===== config.mk =====
export PLATFORM = sky130hd
export DESIGN_NAME = pipe_stage_buf
export DESIGN_NICKNAME = d
export VERILOG_FILES = /design/src/rtl/cpu_pipe_pkg.sv /design/src/rtl/pipe_buf_mem.sv /design/src/rtl/pipe_stage_buf.sv
export SDC_FILE = /design/constraint.sdc
export NUM_CORES = 1
export LEC_CHECK = 0
export ABC_AREA = 1
export BUFFER_PORTS_ARGS = -buffer_cell sky130_fd_sc_hd__clkbuf_2
export CAP_MARGIN = 10
export CORE_MARGIN = 4
export CORE_UTILIZATION = 35
export CTS_CLUSTER_DIAMETER = 30
export DETAILED_ROUTE_END_ITERATION = 8
export GPL_TIMING_DRIVEN = 0
export PLACE_DENSITY = 0.56
export SKIP_CTS_REPAIR_TIMING = 1
export SYNTH_ARGS = -nofsm -noshare
export SYNTH_HDL_FRONTEND = slang
export SYNTH_SLANG_ARGS = --single-unit
export TNS_END_PERCENT = 10

===== constraint.sdc =====
create_clock -name clk -period 3.23 [get_ports clk]
set_input_delay 0.1615 -clock clk [delete_from_list [all_inputs] [get_ports clk]]
set_output_delay 0.1615 -clock clk [all_outputs]
set_load 0.05 [all_outputs]

===== src/rtl/cpu_pipe_pkg.sv =====
// Shared CPU pipeline types: per-stage payload bundles, default buffer depth
// and the circular-buffer pointer wrap helper.
package cpu_pipe_pkg;

  localparam int PIPE_DEPTH_DEFAULT = 2;

  typedef struct packed {
    logic [31:0] pc;
    logic [31:0] instr;
  } fede_t;

  typedef struct packed {
    logic [31:0] pc;
    logic [31:0] rs1_val;
    logic [31:0] rs2_val;
    logic [31:0] imm;
    logic [4:0]  rd;
    logic [3:0]  alu_op;
    logic        reg_we;
    logic        mem_re;
    logic        mem_we;
  } deex_t;

  typedef struct packed {
    logic [31:0] alu_res;
    logic [31:0] rs2_val;
    logic [4:0]  rd;
    logic        reg_we;
    logic        mem_re;
    logic        mem_we;
  } exme_t;

  typedef struct packed {
    logic [31:0] wb_val;
    logic [4:0]  rd;
    logic        reg_we;
  } mewb_t;

  // Wraps at depth-1 so non-power-of-two depths never index past the array.
  function automatic int unsigned ptr_inc(input int unsigned ptr, input int unsigned depth);
    return (ptr >= depth - 1) ? 0 : ptr + 1;
  endfunction

endpackage


===== src/rtl/pipe_buf_mem.sv =====
// DEPTH x DATA_W storage for the stage buffer: one synchronous write port,
// asynchronous read port; contents are never reset.
module pipe_buf_mem #(
  parameter int DATA_W = 32,
  parameter int DEPTH  = 2,
  parameter int PTR_W  = 1
) (
  input  logic              clk,
  input  logic              wr_en,
  input  logic [PTR_W-1:0]  wr_ptr,
  input  logic [DATA_W-1:0] wr_data,
  input  logic [PTR_W-1:0]  rd_ptr,
  output logic [DATA_W-1:0] rd_data
);

  logic [DATA_W-1:0] mem_q [DEPTH];
  logic [DATA_W-1:0] mem_d [DEPTH];

  always_comb begin
    mem_d = mem_q;
    if (wr_en) begin
      mem_d[wr_ptr] = wr_data;
    end
  end

  always_ff @(posedge clk) begin
    mem_q <= mem_d;
  end

  assign rd_data = mem_q[rd_ptr];

endmodule


===== src/rtl/pipe_stage_buf.sv =====
// Elastic inter-stage register: valid/ready circular buffer, 1-cycle latency,
// in_ready = !full (state only), stall freezes output, flush drops and counts.
module pipe_stage_buf
  import cpu_pipe_pkg::*;
#(
  parameter int DATA_W = 32,
  parameter int DEPTH  = PIPE_DEPTH_DEFAULT,
  parameter int CNT_W  = 16
) (
  input  logic                       clk,
  input  logic                       rst,
  input  logic                       in_valid,
  output logic                       in_ready,
  input  logic [DATA_W-1:0]          in_data,
  output logic                       out_valid,
  input  logic                       out_ready,
  output logic [DATA_W-1:0]          out_data,
  input  logic                       stall,
  input  logic                       flush,
  output logic [$clog2(DEPTH+1)-1:0] occupancy,
  output logic [CNT_W-1:0]           drop_cnt
);

  localparam int PTR_W = (DEPTH > 1) ? $clog2(DEPTH) : 1;
  localparam int OCC_W = $clog2(DEPTH + 1);
  // Headroom for drop_cnt + up to DEPTH+1 dropped beats before saturating.
  localparam int SUM_W = CNT_W + 5;
  localparam logic [CNT_W-1:0] CNT_MAX = '1;

  logic [PTR_W-1:0] wr_ptr_q, wr_ptr_d;
  logic [PTR_W-1:0] rd_ptr_q, rd_ptr_d;
  logic [OCC_W-1:0] count_q, count_d;
  logic [CNT_W-1:0] drop_cnt_q, drop_cnt_d;
  logic [SUM_W-1:0] drop_sum;
  logic             push;
  logic             pop;

  always_comb begin
    in_ready   = (count_q != OCC_W'(DEPTH));
    out_valid  = (count_q != '0) && !stall;
    push       = in_valid && in_ready && !flush;
    pop        = out_valid && out_ready && !flush;
    drop_sum   = SUM_W'(drop_cnt_q) + SUM_W'(count_q) + SUM_W'(in_valid && in_ready);

    wr_ptr_d   = wr_ptr_q;
    rd_ptr_d   = rd_ptr_q;
    count_d    = count_q;
    drop_cnt_d = drop_cnt_q;

    if (flush) begin
      wr_ptr_d   = '0;
      rd_ptr_d   = '0;
      count_d    = '0;
      drop_cnt_d = (drop_sum > SUM_W'(CNT_MAX)) ? CNT_MAX : drop_sum[CNT_W-1:0];
    end else begin
      if (push) begin
        wr_ptr_d = PTR_W'(ptr_inc(32'(wr_ptr_q), DEPTH));
      end
      if (pop) begin
        rd_ptr_d = PTR_W'(ptr_inc(32'(rd_ptr_q), DEPTH));
      end
      case ({push, pop})
        2'b10:   count_d = count_q + OCC_W'(1);
        2'b01:   count_d = count_q - OCC_W'(1);
        default: count_d = count_q;
      endcase
    end
  end

  always_ff @(posedge clk) begin
    if (rst) begin
      wr_ptr_q   <= '0;
      rd_ptr_q   <= '0;
      count_q    <= '0;
      drop_cnt_q <= '0;
    end else begin
      wr_ptr_q   <= wr_ptr_d;
      rd_ptr_q   <= rd_ptr_d;
      count_q    <= count_d;
      drop_cnt_q <= drop_cnt_d;
    end
  end

  assign occupancy = count_q;
  assign drop_cnt  = drop_cnt_q;

  pipe_buf_mem #(
    .DATA_W (DATA_W),
    .DEPTH  (DEPTH),
    .PTR_W  (PTR_W)
  ) u_mem (
    .clk     (clk),
    .wr_en   (push),
    .wr_ptr  (wr_ptr_q),
    .wr_data (in_data),
    .rd_ptr  (rd_ptr_q),
    .rd_data (out_data)
  );

endmodule

==> impl_metrics.csv <==
group,metric,value,unit
sta,final_max_slew_viol_count,0,
sta,fmax,390,MHz
final_layout,postLayoutCoreUtil,48.0,%
detailed_routing,wirelength,7.66,mm
detailed_routing,wl_met3,496,µm
logic_synthesis,syn_area,0.00350,mm²
final_layout,fin_area,0.00469,mm²
detailed_routing,drt-met1-wl,3.40,mm
logic_synthesis,async_flop_share,0,%
logic_synthesis,synth_common_cells,"141 x nand2_1, 64 x edfxtp_1, 33 x inv_1, 20 x dfxtp_1, 15 x nand3_1",
worst_setup_path,cp_cell_sequence,"inv_1 -> nand2_1 -> nand2_1 -> fa_1 -> fa_1 -> inv_1 -> nand2_1 -> nor3_4 -> nand3_4 -> buf_6 -> nand3_1 -> nand2_1 -> inv_1",
clock_tree,clock-sinks,84,
sta,period_minus_slack,2560,ps
floorplan,die-width,108,µm
sta,worst_pin_slew,513,ps
floorplan,start_util,35.8,%
worst_setup_path,path_common_cell,"nand2_1",
grt,antenna_found_initial,0,
status,outcome,"complete, no violations",
pwr,ir_drop,0.202,mV
detailed_routing,drt_iter0_markers,85,
logic_synthesis,synth_area_leaders,"edfxtp_1 55%, nand2_1 15%, dfxtp_1 11%",
worst_setup_path,cp_slowest_stage_delay,410,ps
final_layout,multi_input_area,0.00102,mm²
clock_tree,cts_tree,"built",
logic_synthesis,avgSynthCellArea,10.2,µm²
detailed_routing,dr.max_layer_used,"met4",
placement,post-place-cells,569,
detailed_routing,dr.pass1.iters,4,
logic_synthesis,syn_inst,345,
sta,slew_headroom,65.8,%
sta,clock_skew,9.77,ps
logic_synthesis,synth_seq_cells,84,
grt,grtUsageTotal,13.4,%
worst_setup_path,r2r-start,"occupancy[0]$_SDFFE_PP0P_",
worst_setup_path,r2r_slack,670,ps
final_layout,layoutNonFillerInstCount,617,
logic_synthesis,ys.flop_type,"edfxtp_1",
detailed_routing,ant_nets,0,
hold_path,hold_path.class,"primary input to register",
placement,dp_hpwl,5.34,mm
logic_synthesis,syn_nets,387,
floorplan,fp.coreArea,0.00977,mm²
worst_setup_path,cp-startpoint,"occupancy[0]$_SDFFE_PP0P_",
logic_synthesis,synth_edf_count,64,
worst_setup_path,worst-r2r-cell-count,13,
floorplan,rows,36,
sta,finalWorstSetupSlack,669,ps
clock_tree,clock_latency,350,ps
sta,rsz0062_at_grt,"false",
detailed_routing,route.vias.total,2732,
clock_tree,clkTransAtPathRegs,90,ps
logic_synthesis,yosysUniqueCellTypes,26,
grt,grt-ovfl-total,0,
grt,grt_pass1_wl,12.0,mm
detailed_routing,via_per_inst,4.43,
logic_synthesis,synthMostInstantiatedCell,"nand2_1",
placement,dp_slack,672,ps
worst_setup_path,crit_fanout,10,
hold_path,holdPathStages,4,
hold_path,hold_start,"rst",
pwr,power.leakage,2.03,nW
final_layout,final_layout_size_suffix_gt1_share,25.0,%
floorplan,io_pins,90,
clock_tree,htreeDepth,3,
logic_synthesis,synth_top_area_share,54.9,%
worst_setup_path,cp_data_required_time,3530,ps
flow_run,cap_violations,0,
logic_synthesis,yosysSeqAreaShare,66.3,%
logic_synthesis,synth_warnings,0,
sta,post-route-period-util,79.3,%
final_layout,nNetsFinal,521,
placement,gp_congestion,0.843,
placement,placed_area,0.00419,mm²
worst_setup_path,critPathSlowestCell,"fa_1",
grt,grt_pass1_vias,2584,
sta,fin_setup_tns,0,ps
final_layout,regArea,0.00232,mm²
worst_setup_path,r2r-end,"drop_cnt[9]$_SDFFE_PP0P_",
worst_setup_path,worstSetupPathType,"register to register",
floorplan,fp.dieH,108,µm
final_layout,fill_cells,923,
clock_tree,clockBufferDepth,2,
sta,finalHoldViolations,0,
detailed_routing,drt-wirelength-per-cell,12.4,µm
placement,port_buffers,89,
floorplan,die_area,0.0117,mm²
detailed_routing,drc,0,
grt,grt_max_degree,23,
logic_synthesis,synth_top_area_cell,"edfxtp_1",
clock_tree,root_buffer,"clkbuf_8",
sta,final-setup-viol-count,0,
worst_setup_path,end_kind,"register",
final_layout,n_antenna_cell,0,
worst_setup_path,crit_path_start_kind,"register",
hold_path,min_to,"rd_ptr_q$_SDFFE_PP0P_",
clock_tree,cts_inserted_buffers,9,
final_layout,syn2layout_area_growth,33.8,%
worst_setup_path,critPathArrivalTime,2870,ps
pwr,p_per_area,451,mW/mm²
detailed_routing,route.met2.wl,3.65,mm
## registers in the layout, summed over array words and instances (netlist names)
name,count
u_mem.mem_q,64
drop_cnt,16
occupancy,2
rd_ptr_q,1
wr_ptr_q,1
## where the power goes
part	leakage (nW)	internal (mW)	total, mW	switching [mW]
combinational	1.19	0.0758	0.223	0.147
sequential	0.749	1.19	1.20	0.00824
clock	0.0921	0.291	0.691	0.400
total	2.03	1.56	2.11	0.556
## cells by family after synthesis
logic type	synth area share, %
xor+xnor	0.250
buf+inv	4.96
flops	66.3
fa+ha+maj	1.86
compound gates	3.68
simple gates	23.0
## worst max-delay path by stage
stage	slack (ps)	endpoint	cells after the start
finish	670	drop_cnt[9]$_SDFFE_PP0P_	13
global route	480	drop_cnt[6]$_SDFFE_PP0P_	11
CTS	640	drop_cnt[9]$_SDFFE_PP0P_	13
detailed placement	670	drop_cnt[11]$_SDFFE_PP0P_	11
global placement	-230	u_mem.mem_q[34]$_DFFE_PP_	4
floorplan	-90	u_mem.mem_q[32]$_DFFE_PP_	4
## metrics by stage
step | power [mW] | hold slack (ps)
finish | 2.11 | 98.5
global route | 2.21 | 94.8
CTS | 2.11 | -27.5
detailed placement | 1.42 | 356
global placement | 1.41 | 352
floorplan | 1.35 | 260
## final cells by class
class,count,share of cell area (%)
Tap cell,133,3.55
Timing Repair Buffer,123,17.5
Clock inverter,7,1.25
Inverter,34,2.72
Buffer,10,0.987
Multi-Input combinational cell,217,21.8
Clock buffer,9,2.64
Sequential cell,84,49.5
## routing by layer
metal	up-vias	global-route usage [%]
met4	0	4.60
li1	1404	-
met2	83	23.3
met3	12	4.78
met5	-	0
met1	1233	15.3
## layout by cell type (no fill, tap or decap), types with 2 or more instances in the layout
cell / instances
or2_2: 2
clkbuf_2: 89
o21ai_0: 6
nor2_1: 11
buf_16: 2
a31oi_1: 5
clkbuf_8: 9
ha_1: 2
dlygate4sd3_1: 32
nor2_4: 4
inv_1: 33
clkbuf_1: 8
a21oi_1: 9
o21bai_1: 2
nor3_1: 4
nand4_1: 6
clkinv_4: 2
dfxtp_1: 20
nand3_1: 15
nand2_2: 3
inv_6: 2
fa_1: 2
edfxtp_1: 64
nand2_1: 141
## worst max-delay path: cells and delay by family (launching register included)
| family | cells | cell delay [ps] |
|---|---|---|
| fa+ha+maj | 2 | 790 |
| flops | 1 | 400 |
| simple gates | 7 | 860 |
| buf+inv | 4 | 440 |
(Power assumes the default switching activity.)
